==> src/rtl/inst_fetch_pkg.sv <==
// rtl/inst_fetch_pkg.sv - shared constants, state encoding and helpers for inst_fetch
//
// Purpose: bus widths, reset polarity, zero word, the fetch FSM state
//          encoding and a word-alignment helper used by the fetch unit.
// Ports:   none (package).
package inst_fetch_pkg;

  localparam logic RST_ENABLE  = 1'b0;
  localparam int   INST_ADDR_W = 32;
  localparam int   INST_W      = 32;
  localparam int   BYTE_W      = 8;

  localparam logic [INST_W-1:0] ZERO_WORD = 32'h0000_0000;

  typedef enum logic [1:0] {
    IF_FETCH = 2'd0,
    IF_WAIT  = 2'd1,
    IF_HOLD  = 2'd2,
    IF_DRAIN = 2'd3
  } if_state_e;

  // Instructions are word aligned; the low two address bits are always dropped.
  function automatic logic [INST_ADDR_W-1:0] align_word(input logic [INST_ADDR_W-1:0] addr);
    return {addr[INST_ADDR_W-1:2], 2'b00};
  endfunction

endpackage

==> src/rtl/inst_fetch.sv <==
// rtl/inst_fetch.sv - byte-wide instruction fetch front end packing 4 bytes per word
//
// Purpose: issues one byte read at a time on a req/gnt/rvalid memory port,
//          packs the four bytes of an instruction big-end-first into if_inst
//          and presents {if_pc, if_inst} with if_valid until consumed
//          (stall_i low). Branch redirects abandon partial words and drain
//          any byte read still in flight.
// Ports:
//   clk             in   clock, all state updates on posedge
//   rst             in   synchronous reset, active low
//   stall_i         in   downstream cannot accept the presented word
//   branch_flag_i   in   redirect request
//   branch_target_i in   redirect address, bits [1:0] ignored
//   mem_req_o       out  byte read request
//   mem_addr_o      out  byte address of the request
//   mem_gnt_i       in   request accepted this cycle
//   mem_rvalid_i    in   read data valid
//   mem_rdata_i     in   read byte
//   if_pc           out  address of the presented instruction
//   if_inst         out  packed word {B[pc], B[pc+1], B[pc+2], B[pc+3]}
//   if_valid        out  if_pc/if_inst hold a complete word
module inst_fetch
  import inst_fetch_pkg::*;
#(
  parameter logic [INST_ADDR_W-1:0] RESET_PC = 32'h0000_0000
) (
  input  logic                   clk,
  input  logic                   rst,
  input  logic                   stall_i,
  input  logic                   branch_flag_i,
  input  logic [INST_ADDR_W-1:0] branch_target_i,
  output logic                   mem_req_o,
  output logic [INST_ADDR_W-1:0] mem_addr_o,
  input  logic                   mem_gnt_i,
  input  logic                   mem_rvalid_i,
  input  logic [BYTE_W-1:0]      mem_rdata_i,
  output logic [INST_ADDR_W-1:0] if_pc,
  output logic [INST_W-1:0]      if_inst,
  output logic                   if_valid
);

  if_state_e              state_q, state_d;
  logic [INST_ADDR_W-1:0] pc_q, pc_d;
  logic [1:0]             cnt_q, cnt_d;
  logic [INST_ADDR_W-1:0] if_pc_d;
  logic [INST_W-1:0]      if_inst_d;
  logic                   if_valid_d;

  // The request is gated by rst so nothing is requested while reset is held;
  // the first request appears in the cycle right after reset is released.
  assign mem_req_o  = (rst != RST_ENABLE) && (state_q == IF_FETCH);
  assign mem_addr_o = mem_req_o ? (pc_q + {30'b0, cnt_q}) : ZERO_WORD;

  always_comb begin
    state_d    = state_q;
    pc_d       = pc_q;
    cnt_d      = cnt_q;
    if_pc_d    = if_pc;
    if_inst_d  = if_inst;
    if_valid_d = if_valid;

    case (state_q)
      IF_FETCH: begin
        if (mem_gnt_i) state_d = IF_WAIT;
      end
      IF_WAIT: begin
        if (mem_rvalid_i) begin
          case (cnt_q)
            2'd0: if_inst_d[31:24] = mem_rdata_i;
            2'd1: if_inst_d[23:16] = mem_rdata_i;
            2'd2: if_inst_d[15:8]  = mem_rdata_i;
            2'd3: if_inst_d[7:0]   = mem_rdata_i;
          endcase
          if (cnt_q == 2'd3) begin
            if_valid_d = 1'b1;
            if_pc_d    = pc_q;
            state_d    = IF_HOLD;
          end else begin
            cnt_d   = cnt_q + 2'd1;
            state_d = IF_FETCH;
          end
        end
      end
      IF_HOLD: begin
        if (!stall_i) begin
          pc_d       = pc_q + 32'd4;
          cnt_d      = 2'd0;
          if_valid_d = 1'b0;
          state_d    = IF_FETCH;
        end
      end
      IF_DRAIN: begin
        if (mem_rvalid_i) state_d = IF_FETCH;
      end
    endcase

    // A redirect overrides everything above except that the presented
    // pc/inst registers keep their old contents.
    if (branch_flag_i) begin
      pc_d       = align_word(branch_target_i);
      cnt_d      = 2'd0;
      if_valid_d = 1'b0;
      if_pc_d    = if_pc;
      if_inst_d  = if_inst;
      case (state_q)
        IF_FETCH: state_d = mem_gnt_i ? IF_DRAIN : IF_FETCH;
        IF_WAIT:  state_d = mem_rvalid_i ? IF_FETCH : IF_DRAIN;
        IF_HOLD:  state_d = IF_FETCH;
        // If the orphaned byte lands in the same cycle as a second redirect
        // the drain is complete; waiting on would never terminate.
        IF_DRAIN: state_d = mem_rvalid_i ? IF_FETCH : IF_DRAIN;
      endcase
    end
  end

  always_ff @(posedge clk) begin
    if (rst == RST_ENABLE) begin
      state_q  <= IF_FETCH;
      pc_q     <= align_word(RESET_PC);
      cnt_q    <= 2'd0;
      if_pc    <= ZERO_WORD;
      if_inst  <= ZERO_WORD;
      if_valid <= 1'b0;
    end else begin
      state_q  <= state_d;
      pc_q     <= pc_d;
      cnt_q    <= cnt_d;
      if_pc    <= if_pc_d;
      if_inst  <= if_inst_d;
      if_valid <= if_valid_d;
    end
  end

endmodule

==> config.mk <==
export PLATFORM = sky130hd
export DESIGN_NAME = inst_fetch
export DESIGN_NICKNAME = d
export VERILOG_FILES = /design/src/rtl/inst_fetch_pkg.sv /design/src/rtl/inst_fetch.sv
export SDC_FILE = /design/constraint.sdc
export NUM_CORES = 1
export LEC_CHECK = 0
export ABC_AREA = 1
export CAP_MARGIN = 10
export CORE_AREA = 2 2 117 91
export CTS_BUF_LIST = sky130_fd_sc_hd__clkbuf_8
export DETAILED_ROUTE_END_ITERATION = 8
export DIE_AREA = 0 0 119 93
export GPL_TIMING_DRIVEN = 0
export PLACE_DENSITY = 0.86
export SLEW_MARGIN = 5
export SYNTH_ARGS = -nofsm -noshare
export SYNTH_HDL_FRONTEND = slang
export SYNTH_SLANG_ARGS = --single-unit
==> constraint.sdc <==
create_clock -name clk -period 2 [get_ports clk]
set_clock_uncertainty 0.2 [all_clocks]
set_input_delay 0.4 -clock clk [delete_from_list [all_inputs] [get_ports clk]]
set_output_delay 0.4 -clock clk [all_outputs]
set_load 0.01 [all_outputs]
# [Word level (Yosys, flattened, before mapping)]
# Index checks and enable logic that the tools add are counted.
[classes] n_bitwise=3 multipliers=0 div_mod_pow=0 reduce_logical=16 n_lt_le_gt_ge=0 n_mux=21 n_eq_ne=15 n_addsub=3 shift=0
[op_table] cell="32-bit two-way mux" n=4
[op_table] cell="32-bit by 2-bit adder with 32-bit output" n=1
[op_table] cell="32-bit by 3-bit adder with 32-bit output, second input constant" n=1
[op_table] cell="4-bit AND reduction" n=7
[op_table] cell="2-bit two-way mux" n=10
[op_table] cell="3-bit inequality test, second input constant" n=4
[op_table] cell="2-bit equality test, second input constant" n=4
[op_table] cell="2-bit inequality test, second input constant" n=4
[op_table] cell="2-bit case mux with 4 select lines" n=1
[op_table] cell="2-bit case mux with 3 select lines" n=1
[op_table] cell="2-bit by 1-bit equality test with 1-bit output, second input constant" n=2
[op_table] cell="2-bit zero test" n=2
[op_table] cell="2-bit case mux with 2 select lines" n=1
[op_table] cell="2-bit AND reduction" n=2
[op_table] cell="2-bit nonzero test" n=2
[op_table] cell="2-bit OR reduction" n=2
[op_table] cell="1-bit two-way mux" n=3
[op_table] cell="1-bit inverter" n=3
[op_table] cell="2-bit by 1-bit adder with 2-bit output, second input constant" n=1
[op_table] cell="2-bit by 1-bit inequality test with 1-bit output, second input constant" n=1
[op_table] cell="1-bit case mux with 2 select lines" n=1
[op_table] cell="1-bit logical AND" n=1
[totals] output_inout_bits=98 n_memories=0 romBits=0 ram_bits=0 wordCells=68 regBits=101 latch_bits=0 inputBits=46

# [Depth between registers and ports, before layout]
[logic_depth] word_depth=5 mapped_depth=10 depth_no_buf=10

# [Worst setup path after synthesis]
# Ideal clock, no wire load.
[synth_timing] path_type="input to output" from="input port rst" to="output port mem_addr_o[11]" required_ns=1.400 arrival_ns=1.236 slack_ns=0.164 path_buffers=1 cell_stages=5 cell_sequence="inv_1 -> nor2_1 -> inv_1 -> clkbuf_1 -> nor2_1"
[synth_between] elab_chain_cells=2
[synth_lines] element="from (decl)" line="inst_fetch.sv:28" text="input logic rst,"
[synth_lines] element="1-bit logical AND" line="inst_fetch.sv:51" text="assign mem_req_o = (rst != RST_ENABLE) && (state_q == IF_FETCH);"
[synth_lines] element="named net mem_req_o" line="inst_fetch.sv:32" text="output logic mem_req_o,"
[synth_lines] element="32-bit two-way mux" line="inst_fetch.sv:52" text="assign mem_addr_o = mem_req_o ? (pc_q + {30'b0, cnt_q}) : ZERO_WORD;"
[synth_lines] element="to (decl)" line="inst_fetch.sv:33" text="output logic [INST_ADDR_W-1:0] mem_addr_o,"
# The timed path passes the listed nets, and every way through them passes these cells.

# [Worst setup path after layout]
[layout_timing] from="register state_q[0]" to="output port mem_addr_o[27]"
[layout_between] elab_chain_cells=3
[layout_lines] element="from (decl)" line="inst_fetch.sv:42" text="if_state_e state_q, state_d;"
[layout_lines] element="from (signal assigned)" line="inst_fetch.sv:125" text="state_q <= state_d;"
[layout_lines] element="2-bit zero test" line="inst_fetch.sv:51"
[layout_lines] element="1-bit logical AND" line="inst_fetch.sv:51"
[layout_lines] element="32-bit two-way mux" line="inst_fetch.sv:52"
# Every way passes these cells.

==> summary.md <==
| Metric | Value |
|---|---|
| Status | `finished with violations` |
| Failing checks | `negative setup slack` |
| WP data required | `1.40 ns` |
| Final WL | `15.0 mm` |
| Die area | `0.0111 mm²` |
| Post-synthesis sequential area ratio | `41.0%` |
| Initial core utilization | `47.6%` |
| Post-route cell area | `0.00668 mm²` |
| CTS tree | `yes` |
| Total clock sinks | `97` |
| Remaining global-route overflow | `0` |
| Most common cell after layout, fill and taps aside | `nor2_1` |
| Smallest hold slack | `0.246 ns` |
| Crit share post-route | `107%` |
| Leak | `2.66 nW` |
| H-tree levels | `3` |
| Delay-heaviest family, CP | `buffers and inverters` |
| Most frequent cells in the layout | `nor2_1 (128), nand2_1 (113), clkdlybuf4s50_1 (104)` |
| Initial antenna violation count | `0` |
| DR WL/cell | `15.2 µm` |
| Root Buffer | `clkbuf_8` |
| CP Max Fanout | `6` |
| Final nets | `902` |
| Main synth FF type | `dfxtp_1` |
| Final Max Slew Viols | `0` |
| Post-synthesis instance area | `0.00474 mm²` |
| Unrepaired setup endpoints after global routing | `true` |
| DRC viols | `0` |
| FP Rows | `32` |
| Worst skew pair latency | `0.37 ns` |
| DP Cell Count | `960` |
| First-pass GRT wire length | `23.6 mm` |
| DIE WIDTH | `119 µm` |
| MaxCap Viol Count | `0` |
| Ys async rst share | `0%` |
| Vias in the first global route | `4727` |
| Synth cell types | `33` |
| CTS Buf Count | `9` |
| PwrDens | `623 mW/mm²` |
| Port bufs | `138` |
| Largest net degree at the start of global routing | `18` |
| Core outline area | `0.00997 mm²` |
| Worst path slowest cell | `dfxtp_2` |
| Gate Count Post-Synth | `685` |
| Ports | `144` |
| Flops & latches, synth | `97` |
| Drt pass-1 iters | `6` |
| Layout area overhead | `40.9%` |
| Syn Area/Cell | `6.92 µm²` |
| Max incr delay on CP | `0.34 ns` |
| Finished Core Util | `67.0%` |
| Area after DPL | `0.00630 mm²` |
| HPWL after DPL | `10.8 mm` |
| Worst Slack Setup Final | `-0.142 ns` |
| Fillcell total | `861` |
| Critical path, cell by cell | `inv_2 -> nand2_4 -> nor2_4 -> inv_4 -> clkbuf_8 -> buf_6 -> nor2_2 -> buf_2` |
| Crit Path Class | `register to primary output` |
| EDFF count, synth | `0` |
| Crit path DAT | `1.54 ns` |
| Critical path endpoint category | `primary output` |
| YS warnings | `0` |
| Worst vdd rail ir drop | `0.000433 V` |
| CTS clk-pin slew, worst paths | `0.10 ns` |
| Max Clock Freq | `467 MHz` |
| Worst-Margin Slew | `0.546 ns` |
| Hold-fix buffers, CTS | `0` |
| Share of post-route cells with drive strength above 1 | `15.2%` |
| Setup-failing EPs final | `32` |
| CP Launch Type | `register` |
| RePlAce Congestion | `0.969` |
| Diode count | `0` |
| DR vias | `5134` |
| Pre-CTS WS | `-1.33 ns` |
| Rel. slew slack | `63.6%` |
| Die height | `93 µm` |
| Final hold viol count | `0` |
| Initial drt markers | `540` |
| Fin cells | `992` |
| Total GRT Usage | `26.9%` |
| Period minus WS final | `2.14 ns` |
| Bufs and invs on worst path | `5` |
| Via density | `5.18` |
| Clk buf depth | `2` |
| Worst hold path class | `input pin to register` |
| Final ANT Viol Nets | `0` |
## worst min-delay path, delay by kind of cell
| family | cells | cell delay [ns] |
|---|---|---|
| buffers and inverters | 1 | 0.17 |
| AOI/OAI and AO/OA | 2 | 0.11 |
| and+or+nand+nor | 1 | 0.09 |
## logic make-up after synthesis
family	count (synthesis)	share of synthesized area [%]
simple gates	317	29.2
compound gates	153	17.3
buf+inv	102	9.26
flops	97	41.0
xor+xnor	10	1.85
fa+ha+maj	5	1.32
other cells	1	0.0791
## flip-flops by register name, summed over array words and instances (netlist names)
signal and count:
if_inst 32, state_q 2, if_pc 30, if_valid 1
cnt_q 2, pc_q 30
## worst paths after layout
kind                                     from  cells after the start              to  slack, ns
worst max-delay path               state_q[0]                      8  mem_addr_o[27]      -0.14
worst min-delay path            branch_flag_i                      4        cnt_q[0]       0.25
worst max register to register        pc_q[3]                      9        pc_q[30]       0.10
worst min register to register       if_valid                      2        if_valid       0.27
## metrics by stage
step | power (mW) | TNS, ns
global placement | 2.63 | -52.07
floorplan | 2.37 | 0
global route | 4.32 | -3.90
CTS | 4.14 | -0.764
detailed placement | 2.64 | -53.99
finish | 4.16 | -1.54
## synth_stat cells, types with 3 or more instances
master    number  area, µm²
a21oi_1       52        260
a31oi_1        8       50.1
buf_2          5       25.0
buf_4          6       45.0
buf_6          3       33.8
clkbuf_1      15       56.3
dfxtp_1       97       1940
ha_1           5       62.6
inv_1         69        259
nand2_1      114        428
nand2_2        4       25.0
nand3_1       36        180
nand4_1        3       18.8
nor2_1       140        526
nor2_2         4       25.0
nor2_4         8       90.1
o21ai_0       78        390
o21ai_2        6       52.6
xor2_1        10       87.6
## layout make-up
type                            count  area [µm²]  area share [%]
Multi-Input combinational cell    487        2440            36.5
Sequential cell                    97        1950            29.2
Timing Repair Buffer              154        1420            21.2
Inverter                           73         287            4.29
Buffer                             29         193            2.88
Tap cell                          136         170            2.55
Clock buffer                        9         124            1.85
Clock inverter                      7         101            1.52
## what timing repair did
item / CTS / global route
pin swaps: 3 / 1
resized for setup: 181 / 7
gates cloned: 2 / 0
setup endpoints to repair: 33 / 55
buffers inserted: 13 / 3
## power breakdown
group | switching (mW) | internal [mW]
Combinational | 0.382 | 0.307
Clock | 0.717 | 0.718
Sequential | 0.0559 | 1.98
Total | 1.15 | 3.01
## per-layer routing
layer	GRT usage, %	wire length, µm
met5	0	0
met4	7.54	148
met3	6.83	1360
met2	42.3	6770
met1	36.5	6760
No activity file was read; power rests on OpenSTA's default activity.
